`config.mk`:
```
export PLATFORM = sky130hd
export DESIGN_NAME = smi_write_ctrl_flat
export DESIGN_NICKNAME = d
export VERILOG_FILES = /design/src/rtl/smi_write_ctrl_if.sv /design/src/rtl/smi_write_ctrl.sv /design/src/flat_wrapper.sv
export SDC_FILE = /design/constraint.sdc
export NUM_CORES = 1
export LEC_CHECK = 0
export CORE_ASPECT_RATIO = 1.25
export CORE_MARGIN = 2
export CORE_UTILIZATION = 45
export DETAILED_ROUTE_END_ITERATION = 7
export PLACE_DENSITY = 0.76
export SYNTH_ARGS = -nofsm -noshare
export SYNTH_HDL_FRONTEND = slang
export SYNTH_SLANG_ARGS = --single-unit
```
`constraint.sdc`:
```
create_clock -name i_sys_clk -period 3.1 [get_ports i_sys_clk]
set_input_delay 0.31 -clock i_sys_clk [delete_from_list [all_inputs] [get_ports i_sys_clk]]
set_output_delay 0.31 -clock i_sys_clk [all_outputs]
set_load 0.02 [all_outputs]
```
`src/rtl/smi_write_ctrl_if.sv`:
```
// ---------------------------------------------------------------------------
// smi_write_ctrl_if
// Bundles the IOC register bus, the SMI write-side pins and the two TX FIFO
// push ports of smi_write_ctrl. Clock and reset are kept as plain ports on
// the controller itself.
//   slave  : modport used by smi_write_ctrl
//   master : modport for whatever drives the controller (host logic / bench)
// Signals:
//   i_ioc[4:0], i_data_in[7:0], o_data_out[7:0], i_cs, i_fetch_cmd,
//   i_load_cmd                        IOC register access
//   i_smi_a[2:0], i_smi_swe_srw, i_smi_data_in[7:0], i_smi_test
//                                     SMI write side (RPi -> FPGA)
//   o_fifo_09_push, o_fifo_09_push_data[31:0], i_fifo_09_full
//   o_fifo_24_push, o_fifo_24_push_data[31:0], i_fifo_24_full
//                                     TX FIFO push ports
//   o_smi_write_req, o_overflow_error, o_address_error
//                                     flow control and sticky errors
// ---------------------------------------------------------------------------
interface smi_write_ctrl_if;
  logic [4:0]  i_ioc;
  logic [7:0]  i_data_in;
  logic [7:0]  o_data_out;
  logic        i_cs;
  logic        i_fetch_cmd;
  logic        i_load_cmd;
  logic [2:0]  i_smi_a;
  logic        i_smi_swe_srw;
  logic [7:0]  i_smi_data_in;
  logic        i_smi_test;
  logic        o_fifo_09_push;
  logic [31:0] o_fifo_09_push_data;
  logic        i_fifo_09_full;
  logic        o_fifo_24_push;
  logic [31:0] o_fifo_24_push_data;
  logic        i_fifo_24_full;
  logic        o_smi_write_req;
  logic        o_overflow_error;
  logic        o_address_error;

  modport slave (
    input  i_ioc, i_data_in, i_cs, i_fetch_cmd, i_load_cmd,
    input  i_smi_a, i_smi_swe_srw, i_smi_data_in, i_smi_test,
    input  i_fifo_09_full, i_fifo_24_full,
    output o_data_out,
    output o_fifo_09_push, o_fifo_09_push_data,
    output o_fifo_24_push, o_fifo_24_push_data,
    output o_smi_write_req, o_overflow_error, o_address_error
  );

  modport master (
    output i_ioc, i_data_in, i_cs, i_fetch_cmd, i_load_cmd,
    output i_smi_a, i_smi_swe_srw, i_smi_data_in, i_smi_test,
    output i_fifo_09_full, i_fifo_24_full,
    input  o_data_out,
    input  o_fifo_09_push, o_fifo_09_push_data,
    input  o_fifo_24_push, o_fifo_24_push_data,
    input  o_smi_write_req, o_overflow_error, o_address_error
  );
endinterface

```
`src/rtl/smi_write_ctrl.sv`:
```
// ---------------------------------------------------------------------------
// smi_write_ctrl
// SMI write-path controller (RPi -> FPGA). Synchronizes the SMI write strobe
// and data bus, packs four bytes MSB-first into a 32-bit word and pushes the
// word into the 0.9 GHz (SMI address 3'b001) or 2.4 GHz (3'b010) TX FIFO.
// Reports FIFO readiness to the RPi and exposes status / sticky errors on the
// IOC register bus.
//
// Ports:
//   i_sys_clk  : system clock (sole clock)
//   i_reset    : asynchronous, active-high reset
//   bus        : smi_write_ctrl_if.slave (IOC bus, SMI pins, FIFO ports)
//
// Parameters:
//   MODULE_VERSION : value read back at IOC index 5'b00000
//   SYNC_STAGES    : synchronizer depth for SWE and data, legal 2..3
//
// Optional build macro SMI_WRITE_TEST_EN: when defined and i_smi_test=1 the
// packer is bypassed, each byte is checked against a per-channel incrementing
// counter and mismatches are counted (IOC index 5'b00011). When undefined,
// i_smi_test is ignored and IOC 5'b00011 reads 0.
// ---------------------------------------------------------------------------
module smi_write_ctrl #(
  parameter logic [7:0] MODULE_VERSION = 8'h01,
  parameter int         SYNC_STAGES    = 2
) (
  input logic              i_sys_clk,
  input logic              i_reset,
  smi_write_ctrl_if.slave  bus
);

  localparam logic [2:0] ADDR_09 = 3'b001;
  localparam logic [2:0] ADDR_24 = 3'b010;
  localparam logic [4:0] IOC_VERSION = 5'b00000;
  localparam logic [4:0] IOC_STATUS  = 5'b00010;
  localparam logic [4:0] IOC_TEST    = 5'b00011;

  // -------------------------------------------------------------------------
  // Synchronizers: SWE and data move in lockstep, stage 0 is the newest.
  // -------------------------------------------------------------------------
  logic [SYNC_STAGES-1:0] swe_sync_reg;
  logic [7:0]             data_sync_reg [SYNC_STAGES];

  always_ff @(posedge i_sys_clk or posedge i_reset) begin
    if (i_reset) begin
      swe_sync_reg <= '1;
      for (int i = 0; i < SYNC_STAGES; i++) data_sync_reg[i] <= 8'h00;
    end else begin
      swe_sync_reg     <= {swe_sync_reg[SYNC_STAGES-2:0], bus.i_smi_swe_srw};
      data_sync_reg[0] <= bus.i_smi_data_in;
      for (int i = 1; i < SYNC_STAGES; i++) data_sync_reg[i] <= data_sync_reg[i-1];
    end
  end

  // Falling edge: the older of the last two stages is still high while the
  // newer one has gone low. The data byte taken is the one sampled together
  // with the first low SWE sample, i.e. while the RPi holds the bus stable.
  logic       strobe;
  logic [7:0] sync_byte;
  assign strobe    = swe_sync_reg[SYNC_STAGES-1] & ~swe_sync_reg[SYNC_STAGES-2];
  assign sync_byte = data_sync_reg[SYNC_STAGES-2];

  logic addr_legal;
  assign addr_legal = (bus.i_smi_a == ADDR_09) || (bus.i_smi_a == ADDR_24);

  // -------------------------------------------------------------------------
  // IOC decode
  // -------------------------------------------------------------------------
  logic ioc_rd;
  logic ioc_wr;
  logic clr_ovf;
  logic clr_addr;
  logic test_clr;
  assign ioc_rd   = bus.i_cs & bus.i_fetch_cmd;
  assign ioc_wr   = bus.i_cs & bus.i_load_cmd;
  assign clr_ovf  = ioc_wr && (bus.i_ioc == IOC_STATUS) && bus.i_data_in[0];
  assign clr_addr = ioc_wr && (bus.i_ioc == IOC_STATUS) && bus.i_data_in[1];
  assign test_clr = ioc_wr && (bus.i_ioc == IOC_TEST);

  // -------------------------------------------------------------------------
  // Optional test-pattern checker
  // -------------------------------------------------------------------------
  logic       test_active;
  logic [7:0] mismatch_cnt;

`ifdef SMI_WRITE_TEST_EN
  logic       test_strobe;
  logic [1:0] chan_mismatch;
  logic [7:0] mismatch_reg;

  assign test_active = bus.i_smi_test;
  assign test_strobe = strobe & test_active & addr_legal;

  genvar gi;
  generate
    for (gi = 0; gi < 2; gi++) begin : g_chan
      localparam logic [2:0] CH_ADDR = (gi == 0) ? ADDR_09 : ADDR_24;
      logic [7:0] expect_reg;
      logic       chan_hit;

      assign chan_hit          = test_strobe && (bus.i_smi_a == CH_ADDR);
      assign chan_mismatch[gi] = chan_hit && (sync_byte != expect_reg);

      // Whether the byte matched or not, the next expected value is the
      // received byte + 1 (on a match that equals expect_reg + 1).
      always_ff @(posedge i_sys_clk or posedge i_reset) begin
        if (i_reset) begin
          expect_reg <= 8'h00;
        end else if (test_clr) begin
          expect_reg <= 8'h00;
        end else if (chan_hit) begin
          expect_reg <= sync_byte + 8'd1;
        end
      end
    end
  endgenerate

  always_ff @(posedge i_sys_clk or posedge i_reset) begin
    if (i_reset) begin
      mismatch_reg <= 8'h00;
    end else if (test_clr) begin
      mismatch_reg <= 8'h00;
    end else if ((|chan_mismatch) && (mismatch_reg != 8'hFF)) begin
      mismatch_reg <= mismatch_reg + 8'd1;
    end
  end

  assign mismatch_cnt = mismatch_reg;
`else
  // Test mode not built: the select pin and the clear strobe have no effect.
  logic unused_test_pins;
  assign unused_test_pins = &{1'b0, bus.i_smi_test, test_clr};
  assign test_active      = 1'b0;
  assign mismatch_cnt     = 8'h00;
`endif

  // -------------------------------------------------------------------------
  // Byte packer
  // -------------------------------------------------------------------------
  logic [1:0]  cnt_reg,    cnt_next;
  logic [2:0]  addr_reg,   addr_next;
  logic [31:0] word_reg,   word_next;
  logic        push09_reg, push09_next;
  logic        push24_reg, push24_next;
  logic [31:0] data09_reg, data09_next;
  logic [31:0] data24_reg, data24_next;
  logic        ovf_reg,    ovf_next;
  logic        aerr_reg,   aerr_next;
  logic        req_reg,    req_next;
  logic [7:0]  dout_reg,   dout_next;
  logic        ovf_set;
  logic        aerr_set;
  logic [31:0] full_word;

  assign full_word = {word_reg[31:8], sync_byte};

  always_comb begin
    cnt_next    = cnt_reg;
    addr_next   = addr_reg;
    word_next   = word_reg;
    push09_next = 1'b0;
    push24_next = 1'b0;
    data09_next = data09_reg;
    data24_next = data24_reg;
    ovf_set     = 1'b0;
    aerr_set    = 1'b0;

    if (strobe) begin
      if (!addr_legal) begin
        aerr_set = 1'b1;
        cnt_next = 2'd0;
      end else if (test_active) begin
        // Test bytes never reach the FIFOs; any partial word is abandoned.
        cnt_next = 2'd0;
      end else if ((cnt_reg == 2'd0) || (bus.i_smi_a != addr_reg)) begin
        // First byte of a word, or a channel switch that drops the partial.
        addr_next = bus.i_smi_a;
        word_next = {sync_byte, 24'h000000};
        cnt_next  = 2'd1;
      end else begin
        cnt_next = cnt_reg + 2'd1;
        case (cnt_reg)
          2'd1:    word_next[23:16] = sync_byte;
          2'd2:    word_next[15:8]  = sync_byte;
          default: word_next[7:0]   = sync_byte;
        endcase
        if (cnt_reg == 2'd3) begin
          if (addr_reg == ADDR_09) begin
            if (bus.i_fifo_09_full) begin
              ovf_set = 1'b1;
            end else begin
              push09_next = 1'b1;
              data09_next = full_word;
            end
          end else begin
            if (bus.i_fifo_24_full) begin
              ovf_set = 1'b1;
            end else begin
              push24_next = 1'b1;
              data24_next = full_word;
            end
          end
        end
      end
    end
  end

  // Sticky errors: a set in the same cycle as a clear wins.
  assign ovf_next  = ovf_set  | (ovf_reg  & ~clr_ovf);
  assign aerr_next = aerr_set | (aerr_reg & ~clr_addr);

  assign req_next = ((bus.i_smi_a == ADDR_09) && !bus.i_fifo_09_full) ||
                    ((bus.i_smi_a == ADDR_24) && !bus.i_fifo_24_full);

  always_comb begin
    dout_next = dout_reg;
    if (ioc_rd) begin
      case (bus.i_ioc)
        IOC_VERSION: dout_next = MODULE_VERSION;
        IOC_STATUS:  dout_next = {3'b000, bus.i_fifo_24_full, bus.i_fifo_09_full,
                                  aerr_reg, ovf_reg, 1'b0};
        IOC_TEST:    dout_next = mismatch_cnt;
        default:     dout_next = dout_reg;
      endcase
    end
  end

  always_ff @(posedge i_sys_clk or posedge i_reset) begin
    if (i_reset) begin
      cnt_reg    <= 2'd0;
      addr_reg   <= 3'b000;
      word_reg   <= 32'h0;
      push09_reg <= 1'b0;
      push24_reg <= 1'b0;
      data09_reg <= 32'h0;
      data24_reg <= 32'h0;
      ovf_reg    <= 1'b0;
      aerr_reg   <= 1'b0;
      req_reg    <= 1'b0;
      dout_reg   <= 8'h00;
    end else begin
      cnt_reg    <= cnt_next;
      addr_reg   <= addr_next;
      word_reg   <= word_next;
      push09_reg <= push09_next;
      push24_reg <= push24_next;
      data09_reg <= data09_next;
      data24_reg <= data24_next;
      ovf_reg    <= ovf_next;
      aerr_reg   <= aerr_next;
      req_reg    <= req_next;
      dout_reg   <= dout_next;
    end
  end

  assign bus.o_fifo_09_push      = push09_reg;
  assign bus.o_fifo_09_push_data = data09_reg;
  assign bus.o_fifo_24_push      = push24_reg;
  assign bus.o_fifo_24_push_data = data24_reg;
  assign bus.o_overflow_error    = ovf_reg;
  assign bus.o_address_error     = aerr_reg;
  assign bus.o_smi_write_req     = req_reg;
  assign bus.o_data_out          = dout_reg;

endmodule

```
`src/flat_wrapper.sv`:
```
// flat-port wrapper written by rule: the top's interface ports become plain ports
module smi_write_ctrl_flat 
#(
  parameter logic [7:0] MODULE_VERSION = 8'h01,
  parameter int         SYNC_STAGES    = 2
)
  (i_sys_clk, i_reset, bus_i_ioc, bus_i_data_in, bus_i_cs, bus_i_fetch_cmd, bus_i_load_cmd, bus_i_smi_a, bus_i_smi_swe_srw, bus_i_smi_data_in, bus_i_smi_test, bus_i_fifo_09_full, bus_i_fifo_24_full, bus_o_data_out, bus_o_fifo_09_push, bus_o_fifo_09_push_data, bus_o_fifo_24_push, bus_o_fifo_24_push_data, bus_o_smi_write_req, bus_o_overflow_error, bus_o_address_error);
  smi_write_ctrl_if bus_i ();
  input logic i_sys_clk;
  input logic i_reset;
  input wire logic [$bits(bus_i.i_ioc)-1:0] bus_i_ioc;
  input wire logic [$bits(bus_i.i_data_in)-1:0] bus_i_data_in;
  input wire logic [$bits(bus_i.i_cs)-1:0] bus_i_cs;
  input wire logic [$bits(bus_i.i_fetch_cmd)-1:0] bus_i_fetch_cmd;
  input wire logic [$bits(bus_i.i_load_cmd)-1:0] bus_i_load_cmd;
  input wire logic [$bits(bus_i.i_smi_a)-1:0] bus_i_smi_a;
  input wire logic [$bits(bus_i.i_smi_swe_srw)-1:0] bus_i_smi_swe_srw;
  input wire logic [$bits(bus_i.i_smi_data_in)-1:0] bus_i_smi_data_in;
  input wire logic [$bits(bus_i.i_smi_test)-1:0] bus_i_smi_test;
  input wire logic [$bits(bus_i.i_fifo_09_full)-1:0] bus_i_fifo_09_full;
  input wire logic [$bits(bus_i.i_fifo_24_full)-1:0] bus_i_fifo_24_full;
  output wire logic [$bits(bus_i.o_data_out)-1:0] bus_o_data_out;
  output wire logic [$bits(bus_i.o_fifo_09_push)-1:0] bus_o_fifo_09_push;
  output wire logic [$bits(bus_i.o_fifo_09_push_data)-1:0] bus_o_fifo_09_push_data;
  output wire logic [$bits(bus_i.o_fifo_24_push)-1:0] bus_o_fifo_24_push;
  output wire logic [$bits(bus_i.o_fifo_24_push_data)-1:0] bus_o_fifo_24_push_data;
  output wire logic [$bits(bus_i.o_smi_write_req)-1:0] bus_o_smi_write_req;
  output wire logic [$bits(bus_i.o_overflow_error)-1:0] bus_o_overflow_error;
  output wire logic [$bits(bus_i.o_address_error)-1:0] bus_o_address_error;
  assign bus_i.i_ioc = bus_i_ioc;
  assign bus_i.i_data_in = bus_i_data_in;
  assign bus_i.i_cs = bus_i_cs;
  assign bus_i.i_fetch_cmd = bus_i_fetch_cmd;
  assign bus_i.i_load_cmd = bus_i_load_cmd;
  assign bus_i.i_smi_a = bus_i_smi_a;
  assign bus_i.i_smi_swe_srw = bus_i_smi_swe_srw;
  assign bus_i.i_smi_data_in = bus_i_smi_data_in;
  assign bus_i.i_smi_test = bus_i_smi_test;
  assign bus_i.i_fifo_09_full = bus_i_fifo_09_full;
  assign bus_i.i_fifo_24_full = bus_i_fifo_24_full;
  assign bus_o_data_out = bus_i.o_data_out;
  assign bus_o_fifo_09_push = bus_i.o_fifo_09_push;
  assign bus_o_fifo_09_push_data = bus_i.o_fifo_09_push_data;
  assign bus_o_fifo_24_push = bus_i.o_fifo_24_push;
  assign bus_o_fifo_24_push_data = bus_i.o_fifo_24_push_data;
  assign bus_o_smi_write_req = bus_i.o_smi_write_req;
  assign bus_o_overflow_error = bus_i.o_overflow_error;
  assign bus_o_address_error = bus_i.o_address_error;
  smi_write_ctrl #(.MODULE_VERSION(MODULE_VERSION), .SYNC_STAGES(SYNC_STAGES)) u_core (.i_sys_clk(i_sys_clk), .i_reset(i_reset), .bus(bus_i));
endmodule
```
# Word level (Yosys, flattened, before mapping)
# Index checks and enable logic that the tools add are counted.
[op_classes] mux=28 magnitude_cmp=0 eq_ne=9 shifts=0 mul=0 n_addsub=1 n_reduce_logical=22 div_mod_pow=0 bitwise_logic=14
[op_table] cell="$mux W24" count=1
[op_table] cell="$mux W8" count=3
[op_table] cell="$pmux W8 S3" count=1
[op_table] cell="$mux W1" count=21
[op_table] cell="$reduce_and A6 Y1" count=2
[op_table] cell="$eq A5 B2 Y1 const B" count=2
[op_table] cell="$reduce_and A3 Y1" count=3
[op_table] cell="$not A1 Y1" count=7
[op_table] cell="$eq A3 B1 Y1 const B" count=2
[op_table] cell="$and A1 B1 Y1" count=5
[op_table] cell="$logic_and A1 B1 Y1" count=5
[op_table] cell="$logic_not A5 Y1" count=1
[op_table] cell="$eq A2 B2 Y1 const B" count=2
[op_table] cell="$mux W2" count=2
[op_table] cell="$reduce_bool A2 Y1" count=2
[op_table] cell="$eq A3 B2 Y1 const B" count=1
[op_table] cell="$logic_or A1 B1 Y1" count=3
[op_table] cell="$ne A3 B3 Y1" count=1
[op_table] cell="$reduce_bool A3 Y1" count=1
[op_table] cell="$add A2 B1 Y2 const B" count=1
[op_table] cell="$eq A2 B1 Y1 const B" count=1
[op_table] cell="$logic_not A1 Y1" count=2
[op_table] cell="$logic_not A2 Y1" count=1
[op_table] cell="$or A1 B1 Y1" count=2
[op_table] cell="2 further kinds" count=2
[word_totals] latchBits=0 rom_bits=0 mem_count=0 in_bits=33 ramBits=0 regBits=116

# Logic depth before layout (Yosys ltp)
[depth] depth_word=7 ltp_mapped=7 mapped_depth_nobuf=6

# Worst setup path before layout
# Ideal clock, no wire load.
[synth_timing] kind="reg-to-reg" startpoint="register u_core.cnt_reg[0]" endpoint="register u_core.word_reg[16]" n_path_buf=1 t_required_ps=3034 setup_time_ps=66 period_less_slack_ps=1894 path_stages_with_launch=8 t_arrival_ps=1829 path_slack_ps=1206 cell_sequence="dfrtp_1 inv_1 ha_1 or4b_1 nor4_1 and3_1 clkbuf_2 a22o_1"
[synth_between] elab_chain_len=4 word_cells_on_any_way=6 classes_between="eq/ne: 1; mux: 1; reduce/logical: 4"
[synth_rtl] element="start: declaration" line="smi_write_ctrl.sv:140" rtl="logic [1:0] cnt_reg, cnt_next;"
[synth_rtl] element="start signal: assignment" line="smi_write_ctrl.sv:242" rtl="cnt_reg <= cnt_next;"
[synth_rtl] element="$logic_not A2 Y1" line="smi_write_ctrl.sv:175" rtl="end else if ((cnt_reg == 2'd0) || (bus.i_smi_a != addr_reg)) begin"
[synth_rtl] element="$logic_or A1 B1 Y1" line="smi_write_ctrl.sv:175"
[synth_rtl] element="$reduce_bool A2 Y1 (no source line)"
[synth_rtl] element="$reduce_and A3 Y1 (no source line)"
[synth_rtl] element="end signal: assignment" line="smi_write_ctrl.sv:244" rtl="word_reg <= word_next;"
[synth_rtl] element="end: declaration" line="smi_write_ctrl.sv:142" rtl="logic [31:0] word_reg, word_next;"
# Parallel ways exist; a longest one is shown, timed or not.
# A chain may end at the register's enable or synchronous reset.

# Final worst setup path
[layout_timing] startpoint="register u_core.cnt_reg[0]" endpoint="register u_core.data24_reg[24], in the netlist u_core.bus.o_fifo_24_push_data[24]"
[layout_between] elab_chain_len=4 word_cells_on_any_way=5 classes_between="eq/ne: 1; bitwise: 1; reduce/logical: 3"
[layout_rtl] element="$logic_not A2 Y1" line="smi_write_ctrl.sv:175"
[layout_rtl] element="$logic_or A1 B1 Y1" line="smi_write_ctrl.sv:175"
[layout_rtl] element="$not A1 Y1 (no source line)"
[layout_rtl] element="$reduce_and A6 Y1 (no source line) (*)"
[layout_rtl] element="end signal: assignment" line="smi_write_ctrl.sv:248" rtl="data24_reg <= data24_next;"
[layout_rtl] element="end: declaration" line="smi_write_ctrl.sv:146" rtl="logic [31:0] data24_reg, data24_next;"
# Mark *: on every way between the ends. The rest lies on a longest branch, timed or not.

==> flow_summary.ini <==
[logic_synthesis]
ys_seq_elements = 113
yosys_most_used_dff = dfrtp_1
ys_warn_count = 0
yosysSeqAreaShare_pct = 61.2
synth_edf_count = 0
syn_inst = 287
ys_async_sr_fraction_pct = 100
netlist-cell-type-count = 37
avgSynthCellArea_um2 = 16.1
synth.cell_area_um2 = 4630

[global_routing]
grt_max_degree = 114
antenna_found_initial = 0
grt_pass1_vias = 2859
grt_pass1_wl_mm = 15.5
groute.usage.overall_pct = 18.7
grt_overflow = 0

[timing]
setup_tns_ns = 0
hold_viol = 0
grt_setup_unrepaired = no
fin_worst_skew_ns = 0.00723
worst_pin_slew_ns = 0.686
fmaxAchievable_mhz = 400
period_share_pct = 80.6
min_period_ns = 2.50
slew_viol_final = 0
setup_viol = 0
finalWorstSetupSlack_ns = 0.601
slew_headroom_pct = 54.0

[cells_and_area]
post_route_cells_drive_above_1_share_pct = 28.9
nets = 436
n_fill_cell = 780
ff_latch_area_um2 = 2830
final_util_pct = 63.4
multi_input_area_um2 = 1680
syn2layout_area_growth_pct = 37.8
n_antenna_cell = 0

[min_path]
whs_endpoint = u_core.swe_sync_reg[0]
hp-class = in -> reg
hold_depth = 1
min_from = bus_i_smi_swe_srw

[worst_setup_path]
worst-r2r-cell-count = 6
r2r_setup_slack_ns = 0.60
arrival_ns = 2.79
r2r_start = u_core.cnt_reg[0]
crit_fanout = 19
r2r-end = u_core.bus.o_fifo_24_push_data[24]
cp-start-kind = register
criticalPathCategory = reg -> reg
cp-end-kind = register
crit_required_ns = 3.39

[clock_network]
numCtsBuffers = 17
cts_sinks = 113
cts_htree_levels = 4
clk_pin_slew_ns = 0.05
clk_latency_ns = 0.41
cts_buffer_depth = 2
holdBufCountCts = 0
ctsResizeCount = 0
cts_tree = done
cts_setup_buffers = 0
root_buffer = clkbuf_16

[floorplan]
fp.dieW_um = 94.7
io_pins = 110
core_area_um2 = 10100
initial_utilization_pct = 46.0
die_height_um = 117
rows = 41
die-area_um2 = 11100

[power_and_ir_drop]
power_leakage_nw = 3.11
p_per_area_nw_per_um2 = 599
peakVddDrop_v = 0.000429

[placement]
gp_congestion = 0.773
hpwlAfterDp_mm = 6.34
pre_cts_ws_ns = 0.232
portBuffers = 99

[drt]
wl_mm = 9.44
wl_per_cell_um = 17.5
remaining_drc_errors = 0
via_count = 2715
dr.pass1.iters = 4
ant_nets = 0
via_per_inst = 5.02
drtIter0Drc = 130

[run_status]
status = complete, no violations

[run]
maxCapViolCount = 0
-- layout by cell type (no fill, tap or decap), types with 2 or more instances in the layout --
cell	count
a22o_1	16
and3_1	2
buf_12	3
bufinv_16	3
clkbuf_16	17
clkbuf_8	5
clkdlybuf4s50_1	99
clkinv_2	5
clkinvlp_4	3
conb_1	3
dfrtp_1	111
dfstp_2	2
ha_1	4
inv_1	4
mux2_2	13
mux2_4	60
mux2i_1	2
nand2_1	11
nand2b_1	3
nand4_1	3
nand4_4	2
nor2_1	8
nor2b_1	4
nor3_1	2
o21ai_0	7
o31ai_2	2
xnor2_1	2
xor2_1	3
-- synth_stat cells (all sizes together), types with 2 or more instances --
cell type,number,share of area (%)
nor2b,4,0.54
o21ai,7,0.76
mux2,73,23
nand4,5,1.3
nor3,4,0.78
xnor2,2,0.38
nand2b,3,0.41
nor2,8,0.65
buf,11,2.2
inv,5,0.41
and3,2,0.27
xor2,3,0.57
dfstp,2,1.1
dfrtp,111,60
nand2,11,0.89
ha,4,1.1
mux2i,2,0.43
o31ai,2,0.54
a22o,16,3.0
-- critical path: stages, from the launching register on --
cell     delay [ns]
dfrtp_1        0.37
inv_1          0.10
ha_1           0.25
nor3_2         0.45
nand4_4        0.55
buf_12         0.36
mux2_4         0.30
-- final cells by class --
class                           instances  share of cell area [%]
Clock inverter                         10                    2.04
Timing Repair Buffer                  103                    16.6
Inverter                                5                   0.353
Multi-Input combinational cell        159                    26.3
Tap cell                              129                    2.53
Sequential cell                       113                    44.4
Clock buffer                           22                    7.75
-- layer usage --
| layer | global-route usage [%] | up-vias | wire length, µm |
|---|---|---|---|
| met4 | 8.06 | 0 | 227 |
| li1 | - | 1245 | - |
| met5 | 0 | - | 0 |
| met1 | 23.6 | 1381 | 3940 |
| met2 | 29.5 | 72 | 4910 |
| met3 | 5.72 | 17 | 371 |
-- per-stage QoR --
stage | total power [W] | instance area (µm²) | instances | hold WS [ns]
after floorplan | 0.00174 | 4640 | 289 | 0.314
after global placement | 0.00183 | 5750 | 509 | 0.369
after detailed placement | 0.00184 | 5750 | 509 | 0.372
after CTS | 0.00386 | 6370 | 541 | 0.294
after global routing | 0.00396 | 6370 | 541 | 0.310
final | 0.00382 | 6370 | 541 | 0.308
-- report_power, final --
part	internal (W)	leakage (nW)	switching, W
sequential	0.00154	1.52	0.0000556
clock	0.00136	0.308	0.000644
combinational	0.000105	1.28	0.000116
-- logic make-up (layout without fill, tap and decap cells) --
family          after synthesis  count (layout)  share of synthesized area (%)
compound gates               29              29                           5.08
xor+xnor                      5               5                          0.947
fa+ha+maj                     4               4                           1.08
buf+inv                      17             140                           2.73
flops                       113             113                           61.2
mux                          75              75                           23.1
other cells                   1               3                         0.0811
simple gates                 43              43                           5.82
-- worst max path at each step --
| stage | endpoint | start | slack (ns) | depth (start not counted) |
|---|---|---|---|---|
| after floorplan | u_core.word_reg[16] | u_core.cnt_reg[0] | 1.21 | 7 |
| after global placement | u_core.bus.o_fifo_24_push_data[0] | bus_i_smi_a[0] | 0.31 | 6 |
| after detailed placement | u_core.bus.o_fifo_24_push_data[19] | bus_i_smi_a[0] | 0.23 | 6 |
| after CTS | u_core.bus.o_fifo_24_push_data[24] | u_core.cnt_reg[0] | 0.56 | 6 |
| after global routing | u_core.bus.o_fifo_24_push_data[2] | u_core.cnt_reg[0] | 0.45 | 6 |
| final | u_core.bus.o_fifo_24_push_data[24] | u_core.cnt_reg[0] | 0.60 | 6 |
Note: power is estimated with default switching activity, not from simulation.
